File: src/rtl/nes_bus_pkg.sv
// Shared types for the NES CPU-side bus: arbiter states, slave identifiers and
// the address map that selects which slave answers a read.
package nes_bus_pkg;

    typedef enum logic [1:0] {IDLE, HALT, DMC, SPR} arb_state_e;

    typedef enum logic [2:0] {SL_RAM, SL_PPU, SL_APU, SL_JPD, SL_MMC} slave_e;

    localparam int NUM_SLAVES = 5;

    // Inclusive upper bound of each region; everything above JPD_LAST is cartridge space.
    localparam logic [15:0] RAM_LAST = 16'h1FFF;
    localparam logic [15:0] PPU_LAST = 16'h3FFF;
    localparam logic [15:0] APU_LAST = 16'h4015;
    localparam logic [15:0] JPD_LAST = 16'h4017;

    function automatic slave_e decode_slave(input logic [15:0] addr);
        if (addr <= RAM_LAST)      return SL_RAM;
        else if (addr <= PPU_LAST) return SL_PPU;
        else if (addr <= APU_LAST) return SL_APU;
        else if (addr <= JPD_LAST) return SL_JPD;
        else                       return SL_MMC;
    endfunction

endpackage

File: src/rtl/nes_bus_rdmux.sv
// Combinational read-data mux: picks the slave byte selected by the bus address.
module nes_bus_rdmux
    import nes_bus_pkg::*;
(
    input  logic [15:0] addr,
    input  logic [7:0]  ram_rdata,
    input  logic [7:0]  ppu_rdata,
    input  logic [7:0]  apu_rdata,
    input  logic [7:0]  jpd_rdata,
    input  logic [7:0]  mmc_rdata,
    output logic [7:0]  rdata
);

    slave_e                slave;
    logic [NUM_SLAVES-1:0] sel;

    assign slave  = decode_slave(addr);
    assign sel[0] = (slave == SL_RAM);
    assign sel[1] = (slave == SL_PPU);
    assign sel[2] = (slave == SL_APU);
    assign sel[3] = (slave == SL_JPD);
    assign sel[4] = (slave == SL_MMC);

    // One-hot AND-OR per data bit keeps the mux flat.
    genvar gi;
    generate
        for (gi = 0; gi < 8; gi++) begin : g_bit
            assign rdata[gi] = |(sel & {mmc_rdata[gi], jpd_rdata[gi], apu_rdata[gi],
                                        ppu_rdata[gi], ram_rdata[gi]});
        end
    endgenerate

endmodule

File: src/rtl/nes_dma_arbiter.sv
// CPU-side bus owner: parks the 6502 and hands the bus to DMC sample fetches
// and OAM DMA streams, then routes the decoded read byte back to every consumer.
module nes_dma_arbiter
    import nes_bus_pkg::*;
#(
    parameter int HALT_CYCLES = 1,
    parameter bit DMC_PREEMPT = 1'b1
) (
    input  logic        i_clk,
    input  logic        i_rst,
    input  logic [15:0] i_cpu_addr,
    input  logic        i_cpu_r_wn,
    input  logic [7:0]  i_cpu_wdata,
    output logic [7:0]  o_cpu_rdata,
    output logic        o_cpu_pause,
    input  logic        i_dmc_req,
    output logic        o_dmc_gnt,
    input  logic [15:0] i_dmc_addr,
    output logic [7:0]  o_dmc_rdata,
    input  logic        i_spr_req,
    output logic        o_spr_gnt,
    input  logic [15:0] i_spr_addr,
    input  logic        i_spr_wn,
    input  logic [7:0]  i_spr_wdata,
    output logic [7:0]  o_spr_rdata,
    output logic [15:0] o_bus_addr,
    output logic [7:0]  o_bus_wdata,
    output logic        o_bus_wn,
    input  logic [7:0]  i_ram_rdata,
    input  logic [7:0]  i_ppu_rdata,
    input  logic [7:0]  i_apu_rdata,
    input  logic [7:0]  i_jpd_rdata,
    input  logic [7:0]  i_mmc_rdata
);

    localparam logic [1:0] HALT_LAST = 2'(HALT_CYCLES - 1);

    arb_state_e state_reg;
    logic [1:0] halt_cnt_reg;
    logic       pause_reg;
    logic       dmc_gnt_reg;
    logic       spr_gnt_reg;
    logic [7:0] bus_rdata;

    // Grants and pause are registered alongside the state so they line up with it exactly.
    always_ff @(posedge i_clk) begin
        if (i_rst) begin
            state_reg    <= IDLE;
            halt_cnt_reg <= '0;
            pause_reg    <= 1'b0;
            dmc_gnt_reg  <= 1'b0;
            spr_gnt_reg  <= 1'b0;
        end else begin
            dmc_gnt_reg <= 1'b0;
            spr_gnt_reg <= 1'b0;
            case (state_reg)
                IDLE: begin
                    // Only a core read may be stalled; a pending write always completes first.
                    if ((i_dmc_req || i_spr_req) && i_cpu_r_wn) begin
                        state_reg    <= HALT;
                        halt_cnt_reg <= '0;
                        pause_reg    <= 1'b1;
                    end
                end
                HALT: begin
                    if (halt_cnt_reg == HALT_LAST) begin
                        halt_cnt_reg <= '0;
                        if (i_dmc_req) begin
                            state_reg   <= DMC;
                            dmc_gnt_reg <= 1'b1;
                        end else if (i_spr_req) begin
                            state_reg   <= SPR;
                            spr_gnt_reg <= 1'b1;
                        end else begin
                            state_reg <= IDLE;
                            pause_reg <= 1'b0;
                        end
                    end else begin
                        halt_cnt_reg <= halt_cnt_reg + 2'd1;
                    end
                end
                DMC: begin
                    if (i_spr_req) begin
                        state_reg   <= SPR;
                        spr_gnt_reg <= 1'b1;
                    end else begin
                        state_reg <= IDLE;
                        pause_reg <= 1'b0;
                    end
                end
                SPR: begin
                    if (DMC_PREEMPT && i_dmc_req) begin
                        state_reg   <= DMC;
                        dmc_gnt_reg <= 1'b1;
                    end else if (i_spr_req) begin
                        spr_gnt_reg <= 1'b1;
                    end else begin
                        state_reg <= IDLE;
                        pause_reg <= 1'b0;
                    end
                end
                default: begin
                    state_reg <= IDLE;
                    pause_reg <= 1'b0;
                end
            endcase
        end
    end

    always_comb begin
        o_bus_addr  = i_cpu_addr;
        o_bus_wdata = i_cpu_wdata;
        o_bus_wn    = i_cpu_r_wn;
        case (state_reg)
            HALT: o_bus_wn = 1'b1;
            DMC: begin
                o_bus_addr = i_dmc_addr;
                o_bus_wn   = 1'b1;
            end
            SPR: begin
                o_bus_addr  = i_spr_addr;
                o_bus_wdata = i_spr_wdata;
                o_bus_wn    = i_spr_wn;
            end
            default: ;
        endcase
    end

    nes_bus_rdmux u_rdmux (
        .addr      (o_bus_addr),
        .ram_rdata (i_ram_rdata),
        .ppu_rdata (i_ppu_rdata),
        .apu_rdata (i_apu_rdata),
        .jpd_rdata (i_jpd_rdata),
        .mmc_rdata (i_mmc_rdata),
        .rdata     (bus_rdata)
    );

    assign o_cpu_rdata = bus_rdata;
    assign o_dmc_rdata = bus_rdata;
    assign o_spr_rdata = bus_rdata;
    assign o_cpu_pause = pause_reg;
    assign o_dmc_gnt   = dmc_gnt_reg;
    assign o_spr_gnt   = spr_gnt_reg;

endmodule
File: config.mk
export PLATFORM = sky130hd
export DESIGN_NAME = nes_dma_arbiter
export DESIGN_NICKNAME = d
export VERILOG_FILES = /design/src/rtl/nes_bus_pkg.sv /design/src/rtl/nes_bus_rdmux.sv /design/src/rtl/nes_dma_arbiter.sv
export SDC_FILE = /design/constraint.sdc
export NUM_CORES = 1
export LEC_CHECK = 0
export BUFFER_PORTS_ARGS = -buffer_cell sky130_fd_sc_hd__buf_2
export CORE_MARGIN = 1.5
export CORE_UTILIZATION = 38
export CTS_BUF_LIST = sky130_fd_sc_hd__clkbuf_2
export DETAILED_ROUTE_END_ITERATION = 8
export HOLD_SLACK_MARGIN = 0.15
export PLACE_DENSITY = 0.95
export SLEW_MARGIN = 30
export SYNTH_ARGS = -nofsm -noshare
export SYNTH_HDL_FRONTEND = slang
export SYNTH_SLANG_ARGS = --single-unit
File: constraint.sdc
create_clock -name i_clk -period 8.5 [get_ports i_clk]
set_input_delay 0.85 -clock i_clk [delete_from_list [all_inputs] [get_ports i_clk]]
set_output_delay 0.85 -clock i_clk [all_outputs]
set_load 0.02 [all_outputs]
==> impl_results.md <==
* Total CTS buffers at 3
* Via/cell ratio at ~5.1
* Status: complete, no violations
* Worst clock skew at 0.01626 ns
* Die Area at ~4100 um2
* Maximum vdd drop at between 0.07 and 0.08 mV
* Syn_nets at 302
* Worst-path clk slew at 0.10 ns
* H-tree levels at 1
* Die height at between 60 and 70 um
* Flops & latches, synth at 7
* Rel. slew slack at around two fifths
* Residual DRC count at 0
* Gate count of the mapped netlist at 185
* RSZ-0062 raised after global routing: false
* CTS root buf: clkbuf_2
* Placed cells at about 370
* Tmin final at 4.783 ns
* Routed len/inst at between 10 and 15 um
* Total track usage at between 20% and 30%
* Power per cell area at about 96 nW/um2
* Gr ovfl total at 0
* Number of post-CTS setup repair buffers at 0
* Sequential share of the synthesized area at around 9.8%
* Die Width at roughly 64 um
* Required @ worst endpoint at 7.65 ns
* Dpl hpwl at 4.383 mm
* Fmax at ~0.21 GHz
* Hold buffers post-CTS at 0
* Static Leak at 1.214 nW
* Hold wc startpoint: o_cpu_pause
* Clk buf depth at 2
* Core Rows at 22
* Crit path capture: o_spr_rdata[1]
* # port buffers at around 160
* Final ANT Viol Nets at 0
* Final TNS setup at 0 ns
* Number of global-route vias before repair at around 1800
* Post_cts resized at 0
* Ys flop type: dfxtp_1
* Synth Warn # at 0
* Cell Count, Final, Fillers Out at 373
* CTS tree: built
* Crit path DAT at a little under 4 ns
* Max-Cap Viols at 0
* Worst reg2reg endpoint: state_reg[1]
* Worst slew pin tran at 0.9098 ns
* Worst Setup SP: state_reg[0]
* First-pass GRT wire length at around 7.8 mm
* Clock sink count at 7
* Crit. End Element: output port
* Netlist cell types at 36
* Placer Congestion at slightly above 0.8
* DR iter-0 viols at 53
* Post-layout nets at 443
* Initial antenna violation count at 0
* Critical R2R Launch: state_reg[1]
* Final core occ at approximately three fifths
* EDFF count, synth at 0
* Min-Delay Path Class: flop to flop
* Clk Latency, worst-skew pair at ~0.25 ns
* Final Hold Fails at 0
* Layout cells sized above 1 at about 58%
* Final Cycle Share at about 56%
* Vias at 1909
* Slew Viols, Final at 0
* Antenna Cells at 0
* Worst Reg-to-Reg Cells at 8
* Worst Setup Path Type: flop to output port
* Starting Density at about two fifths
* Setup slack on the worst flop-to-flop path at approximately 6.7 ns
* Largest net degree at the start of global routing at 34
* Synthesized area at ~1400 um2
* Boundary Pins at around 160
* Syn_area_per_cell at between 7 and 8 um2
* Nature of the critical path startpoint: flop
* DRT Pass-1 Iters at 4
* Synth async-reset ratio at 0%
* CORE AREA at between 3000 and 4000 um2
* Area growth, synth to finish at 50.48%
* Critical Path Fanout Max at 22
* Routed wire length at 5.063 mm
* Post-Route Hold Slack at between 0.4 and 0.5 ns
* Final setup fails at 0
## critical path, cell delays in order, from the launching register on
cell      delay, ns
dfxtp_1        0.34
inv_1          0.12
ha_1           0.64
nor2_1         0.41
a21o_1         0.44
or3_1          0.43
o21ai_0        0.15
nor2b_1        0.70
o221ai_2       0.23
buf_2          0.21
## final cells by class
class,instances,area [um2]
clock buffer,4,20.02
inverter,24,90.09
tap,48,60.06
sequential,7,140.1
multi-input combinational,128,1025
fill,348,1485
timing repair buffer,162,813.3
## cells by family after synthesis
logic type                 after synthesis  synth area share (%)
DFF                                      7                 9.816
and+or+nand+nor                         38                 15.16
AOI/OAI and AO/OA                       67                 38.56
muxes                                   16                 11.92
buffers and inverters                   50                 18.41
adders and majority gates                7                 6.135
## through the flow
step,setup slack [ns],area (um2),total power [mW]
floorplan,4.703,1428,0.1354
global placement,4.069,2128,0.1768
detailed placement,3.974,2128,0.1800
CTS,3.686,2148,0.2073
global route,3.303,2148,0.2219
finish,3.717,2148,0.2065
## cell usage after synthesis (3+ instances only)
| library cell | instances | share of area, % |
|---|---|---|
| a21o_1 | 9 | 4.7 |
| a21oi_1 | 10 | 3.5 |
| a22o_1 | 15 | 9.2 |
| a41oi_1 | 9 | 5.5 |
| buf_2 | 6 | 2.1 |
| buf_4 | 16 | 8.4 |
| dfxtp_1 | 7 | 9.8 |
| ha_1 | 7 | 6.1 |
| inv_1 | 24 | 6.3 |
| mux2_2 | 8 | 6.3 |
| mux2i_1 | 8 | 5.6 |
| nand2_1 | 7 | 1.8 |
| nor2_1 | 15 | 3.9 |
| nor3b_1 | 3 | 1.6 |
| o21ai_0 | 8 | 2.8 |
| o221ai_2 | 8 | 8.4 |
## power by group
part	switching (mW)	leakage, nW	internal (mW)	total (mW)
sequential	0.00150	0.0571	0.0350	0.0366
combinational	0.0839	1.14	0.0589	0.143
clock	0.0147	0.0166	0.0125	0.0272
total	0.100	1.21	0.106	0.207
## worst min-delay path by stage
stage | end | slack [ns] | depth (start not counted)
after floorplan | halt_cnt_reg[0] | 0.45 | 2
after global placement | o_cpu_pause | 0.47 | 2
after detailed placement | o_cpu_pause | 0.48 | 2
after CTS | o_cpu_pause | 0.49 | 2
after global routing | o_cpu_pause | 0.52 | 2
final | o_cpu_pause | 0.50 | 2
## layer usage
| layer | up-vias | global-route usage [%] | routed length [um] |
|---|---|---|---|
| met4 | 0 | 8.777 | 102 |
| met2 | 97 | 44.40 | 2716 |
| li1 | 945 | - | - |
| met3 | 13 | 4.225 | 370 |
| met5 | - | 0 | 0 |
| met1 | 854 | 25.24 | 1874 |
## cells in the final DEF (no fill, tap or decap), types with 8 or more instances in the layout
cell type and count:
buf_2 161, a41oi_1 9, a21oi_1 10, o221ai_2 8, a21o_1 9, nor2_1 15
mux2i_1 8, o21ai_0 8, mux2_2 8, inv_1 24, a22o_1 15
(Power assumes the default switching activity.)
